$ cat src/rtl/bytecode_fetch.sv
// Fetches one JVM instruction byte-by-byte, packs opcode+operands, hands it to the decoder, advances PC.
// Latency: 1-byte instruction with zero-wait memory -> mem_ack in fetch cycle, dec_start the next cycle.
// Backpressure: memory stalls hold mem_req/mem_addr; decoder busy (dec_ready low) stalls all fetching.
// Optional illegal-opcode trap enabled by defining BYTECODE_FETCH_ILLEGAL_TRAP_EN.
module bytecode_fetch #(
    parameter int                 ADDR_W   = 16,
    parameter int                 WORD_W   = 32,
    parameter logic [ADDR_W-1:0]  RESET_PC = '0
) (
    input  logic              clk,
    input  logic              reset,
    input  logic              run,
    input  logic              pc_load,
    input  logic [ADDR_W-1:0] pc_load_addr,
    output logic              mem_req,
    output logic [ADDR_W-1:0] mem_addr,
    input  logic              mem_ack,
    input  logic [7:0]        mem_data,
    output logic              dec_start,
    input  logic              dec_ready,
    output logic [WORD_W-1:0] dec_instr,
    output logic [ADDR_W-1:0] pc,
`ifdef BYTECODE_FETCH_ILLEGAL_TRAP_EN
    output logic              illegal,
`endif
    output logic              busy
);

    typedef enum logic [2:0] {
        S_IDLE,
        S_FETCH_OP,
        S_FETCH_OPND,
        S_ISSUE,
        S_WAIT_BUSY,
        S_WAIT_DONE
`ifdef BYTECODE_FETCH_ILLEGAL_TRAP_EN
        , S_TRAP
`endif
    } state_t;

    state_t              state_q, state_d;
    logic [ADDR_W-1:0]   pc_q;
    logic [WORD_W-1:0]   instr_q;
    logic [1:0]          opnd_cnt_q;
    logic [1:0]          remain_q;
    logic [1:0]          idx_q;
    logic                pend_vld_q;
    logic [ADDR_W-1:0]   pend_addr_q;
    logic                capture_load;

    // Number of operand bytes following each opcode.
    function automatic logic [1:0] opnd_count(input logic [7:0] op);
        logic [1:0] n;
        case (op) inside
            8'h10, 8'h12, 8'h15, 8'h16, 8'h18: n = 2'd1;
            8'h11, 8'h84, [8'h99:8'hA7]:       n = 2'd2;
            default:                           n = 2'd0;
        endcase
        return n;
    endfunction

`ifdef BYTECODE_FETCH_ILLEGAL_TRAP_EN
    // Opcodes reserved or undefined for this core.
    function automatic logic is_trap_op(input logic [7:0] op);
        return (op == 8'hBA) || ((op >= 8'hCB) && (op <= 8'hFD)) || (op == 8'hFF);
    endfunction

    assign illegal = (state_q == S_TRAP);
`endif

    assign busy      = (state_q != S_IDLE);
    assign pc        = pc_q;
    assign dec_instr = instr_q;

    // Next-state and handshake outputs; memory signals derive from state so mem_req drops right after ack.
    always_comb begin
        state_d      = state_q;
        mem_req      = 1'b0;
        mem_addr     = '0;
        dec_start    = 1'b0;
        capture_load = 1'b0;
        case (state_q)
            S_IDLE: begin
                if (run) state_d = S_FETCH_OP;
            end
            S_FETCH_OP: begin
                mem_req      = 1'b1;
                mem_addr     = pc_q;
                capture_load = pc_load;
                if (mem_ack) begin
`ifdef BYTECODE_FETCH_ILLEGAL_TRAP_EN
                    if (is_trap_op(mem_data))
                        state_d = S_TRAP;
                    else
`endif
                    if (opnd_count(mem_data) != 2'd0)
                        state_d = S_FETCH_OPND;
                    else
                        state_d = S_ISSUE;
                end
            end
            S_FETCH_OPND: begin
                mem_req      = 1'b1;
                mem_addr     = pc_q + ADDR_W'(idx_q);
                capture_load = pc_load;
                if (mem_ack && (remain_q == 2'd1)) state_d = S_ISSUE;
            end
            S_ISSUE: begin
                capture_load = pc_load;
                if (dec_ready) begin
                    dec_start = 1'b1;
                    state_d   = S_WAIT_BUSY;
                end
            end
            S_WAIT_BUSY: begin
                capture_load = pc_load;
                if (!dec_ready) state_d = S_WAIT_DONE;
            end
            S_WAIT_DONE: begin
                // a load coinciding with completion is applied directly instead of being parked
                capture_load = pc_load && !dec_ready;
                if (dec_ready) state_d = run ? S_FETCH_OP : S_IDLE;
            end
`ifdef BYTECODE_FETCH_ILLEGAL_TRAP_EN
            S_TRAP: begin
                if (pc_load) state_d = S_IDLE;
            end
`endif
            default: state_d = S_IDLE;
        endcase
    end

    // State, PC, instruction assembly and pending-redirect bookkeeping.
    always_ff @(posedge clk) begin
        if (!reset) begin
            state_q     <= S_IDLE;
            pc_q        <= RESET_PC;
            instr_q     <= '0;
            opnd_cnt_q  <= 2'd0;
            remain_q    <= 2'd0;
            idx_q       <= 2'd0;
            pend_vld_q  <= 1'b0;
            pend_addr_q <= '0;
        end else begin
            state_q <= state_d;
            if (capture_load) begin
                pend_vld_q  <= 1'b1;
                pend_addr_q <= pc_load_addr;
            end
            case (state_q)
                S_IDLE: begin
                    if (pc_load) pc_q <= pc_load_addr;
                end
                S_FETCH_OP: begin
                    if (mem_ack) begin
                        instr_q                  <= '0;
                        instr_q[WORD_W-1 -: 8]   <= mem_data;
                        opnd_cnt_q               <= opnd_count(mem_data);
                        remain_q                 <= opnd_count(mem_data);
                        idx_q                    <= 2'd1;
                    end
                end
                S_FETCH_OPND: begin
                    if (mem_ack) begin
                        if (idx_q == 2'd1)
                            instr_q[WORD_W-9 -: 8]  <= mem_data;
                        else
                            instr_q[WORD_W-17 -: 8] <= mem_data;
                        idx_q    <= idx_q + 2'd1;
                        remain_q <= remain_q - 2'd1;
                    end
                end
                S_WAIT_DONE: begin
                    if (dec_ready) begin
                        if (pc_load)
                            pc_q <= pc_load_addr;
                        else if (pend_vld_q)
                            pc_q <= pend_addr_q;
                        else
                            pc_q <= pc_q + ADDR_W'(opnd_cnt_q) + ADDR_W'(1);
                        pend_vld_q <= 1'b0;
                    end
                end
`ifdef BYTECODE_FETCH_ILLEGAL_TRAP_EN
                S_TRAP: begin
                    if (pc_load) begin
                        pc_q       <= pc_load_addr;
                        pend_vld_q <= 1'b0;
                    end
                end
`endif
                default: ;
            endcase
        end
    end

endmodule

$ cat config.mk
export PLATFORM = sky130hd
export DESIGN_NAME = bytecode_fetch
export DESIGN_NICKNAME = d
export VERILOG_FILES = /design/src/rtl/bytecode_fetch.sv
export SDC_FILE = /design/constraint.sdc
export NUM_CORES = 1
export LEC_CHECK = 0
export ABC_AREA = 0
export BUFFER_PORTS_ARGS = -buffer_cell sky130_fd_sc_hd__buf_2
export CAP_MARGIN = 30
export CELL_PAD_IN_SITES_DETAIL_PLACEMENT = 1
export CELL_PAD_IN_SITES_GLOBAL_PLACEMENT = 2
export CORE_MARGIN = 1
export CORE_UTILIZATION = 30
export CTS_CLUSTER_DIAMETER = 60
export DETAILED_ROUTE_END_ITERATION = 16
export GPL_ROUTABILITY_DRIVEN = 0
export PLACE_DENSITY = 0.88
export SYNTH_ARGS = -nofsm -noshare
export SYNTH_HDL_FRONTEND = slang
export SYNTH_SLANG_ARGS = --single-unit
$ cat constraint.sdc
create_clock -name clk -period 1.99 [get_ports clk]
set_input_delay 0.199 -clock clk [delete_from_list [all_inputs] [get_ports clk]]
set_output_delay 0.199 -clock clk [all_outputs]
set_load 0.005 [all_outputs]
==> impl_metrics.toml <==
[synth]
yosysSeqAreaShare = 0.342
yosys-top-cells-area = "dfxtp_1, nand2_1, a21oi_1"
synth-main-ff-cell = "dfxtp_1"
ys_types = 68
yosysMostFrequentCell = "nand2_1"
ys_async_sr_fraction = 0
synth_edf_count = 0
synthTopCellsByCount = "nand2_1, dfxtp_1, a21oi_1, o21ai_0, nor2_1"
yosys.area.top_type = "dfxtp_1"
yosys_warnings = 0
avgSynthCellArea_um2 = 7.70
synth.cell_area_um2 = 3860
synth_seq_cells = 66
synth_top_area_share = 0.342
syn_inst = 502

[power_and_ir_drop]
p_seq_frac = 0.390
power.leakage_nw = 2.17
intPower_mw = 2.67
fin_total_pwr_mw = 3.88
pwr-share-comb = 0.235
swShare = 0.312
p_sw_mw = 1.21
power_density_nw_per_um2 = 728
vdd_ir_drop_max_uv = 339
power_frac_clock = 0.375

[placed_design]
post-place-ws_ns = -0.0886
dp_hpwl_mm = 10.0
io_buffer_count = 88

[global_routing]
grt_pass1_vias = 4144
grt_max_degree = 32
antenna_found_initial = 0
grt_pass1_wl_mm = 21.4
grt.total_usage = 0.206
overflow = 0

[drt]
dr.first_iter.drc_count = 226
antenna_left = 0
first_pass_iters = 5
finalWirelength_mm = 14.0
drcViolationCount = 0
wl_per_cell_um = 17.4
drt-vias-per-instance = 5.34
vias = 4275

[floorplan]
ios = 97
die-height_um = 116
initial_core_util = 0.308
dieArea_um2 = 13300
core_area_um2 = 12600
die_x_um = 116
row_count = 41

[worst_setup_path]
r2r-start = "pc[0]"
required_ns = 1.79
end_kind = "output port"
critPathArrivalTime_ns = 2.00
crit_path_start_kind = "flip-flop"
reg2reg_to = "pc[10]"
path_class = "flip-flop to output port"
worstPathMaxFanout = 2
r2r_setup_slack_ns = 0.07
rr_worst_depth = 10

[sta]
fmax_mhz = 456
finClkSkew_ns = 0.00535
hold_ws_ns = 0.116
setup_viol = 12
worst_pin_slew_ns = 0.595
slew_viol_final = 0
hold_viol = 0
setup_ws_ns = -0.204
fin_crit_sh = 1.10
tns_ns = -1.09
period_needed_ns = 2.19
relSlewSlack = 0.603
rsz0062_at_grt = "yes"

[finish]
fill_cells = 1536
antenna_cells = 0
drive_gt1_frac = 0.362
final_nets = 663
seqCellArea_um2 = 1360
multiInputGateArea_um2 = 2500
area_delta_synth_final_pct = 37.9

[cts]
clkLatencyLatePin_ns = 0.33
tritoncts = "done"
cts_buffers = 9
cts-root-buf = "clkbuf_16"
ctsHoldBuffers = 0
clockBufferDepth = 2
htree_num_levels = 3
clock_sinks = 66
path_clk_slew_ns = 0.06

[job]
cap_violations = 0

[hold_path]
hold-path-cell-count = 3
min_from = "pc_load_addr[14]"
hp-class = "primary input to flip-flop"
min_to = "pend_addr_q[14]"

[status]
violations = "negative setup slack"
outcome = "finished with violations"
state kept, by name, summed over array words and instances (netlist names):
| register | cells |
|---|---|
| pc | 16 |
| remain_q | 2 |
| dec_instr | 24 |
| pend_vld_q | 1 |
| state_q | 3 |
| opnd_cnt_q | 2 |
| pend_addr_q | 16 |
| idx_q | 2 |
cells by family (layout without fill, tap and decap cells):
family	count (synthesis)	after routing	synth area share
buffers and inverters	58	178	0.0725
AO/OA/AOI/OAI	156	156	0.249
other	1	8	0.000970
multiplexers	21	21	0.0547
adder cells (fa/ha/maj)	8	8	0.0298
AND/OR/NAND/NOR	180	180	0.224
flip-flops	66	66	0.342
XOR/XNOR	12	12	0.0272
how the worst max path moves through the flow:
stage | start | to | slack [ns] | depth (start not counted)
finish | pc[0] | mem_addr[14] | -0.20 | 8
global route | pc[0] | mem_addr[14] | -0.34 | 8
CTS | pc[0] | mem_addr[14] | -0.33 | 8
detailed placement | pc[0] | mem_addr[14] | -0.09 | 8
global placement | pc[0] | mem_addr[14] | 0.02 | 8
floorplan | pc[0] | mem_addr[14] | 0.05 | 7
routing by layer:
layer	track usage	wire length (µm)	up-vias
met1	0.286	6390	2100
li1	-	-	2038
met5	0	0	-
met2	0.321	6590	116
met4	0.0649	257	0
met3	0.0408	739	21
repair_timing:
action	4_1_cts	5_1_grt
buffers inserted	7	10
endpoints found under the setup margin	14	27
pin swaps	8	25
gates resized for setup	39	41
hold endpoints to repair	0	0
per-stage QoR:
stage | utilization | area, µm² | instances
final | 0.424 | 5330 | 801
after global routing | 0.424 | 5330 | 801
after CTS | 0.407 | 5120 | 792
after detailed placement | 0.374 | 4690 | 771
after global placement | 0.374 | 4690 | 771
after floorplan | - | 3890 | 509
cell usage in the layout, fill, tap and decap left out, drive strengths merged, types with 11 or more instances in the layout:
master	Yosys	final
nand2	71	71
a31oi	14	14
nand3	24	24
dfxtp	66	66
inv	11	11
mux2i	20	20
a21oi	46	46
nor2	40	40
buf	24	151
o21ai	46	46
power by group through the flow:
stage / Combinational [mW] / Clock (mW) / Sequential (mW)
after global placement: 0.797 / 0 / 1.52
final: 0.911 / 1.45 / 1.51
after global routing: 1.00 / 1.53 / 1.52
after CTS: 0.864 / 1.48 / 1.51
after floorplan: 0.488 / 0 / 1.50
after detailed placement: 0.826 / 0 / 1.53
worst max-delay path, cell delays in order (launching register included):
cell and delay, ns:
dfxtp_4 0.35, ha_4 0.14, fa_2 0.20, nand4_1 0.18, nor4_2 0.25, nand3_1 0.13, xor2_1 0.16, o21ai_1 0.12
buf_2 0.13
area by class of cell:
cell class	count	share of cell area
clock inverter	5	0.00587
timing repair buffer	151	0.176
clock buffer	10	0.0448
inverter	12	0.00892
multi-input combinational	385	0.469
sequential	66	0.255
tap	172	0.0404
Power figures use the tool's default switching activity.
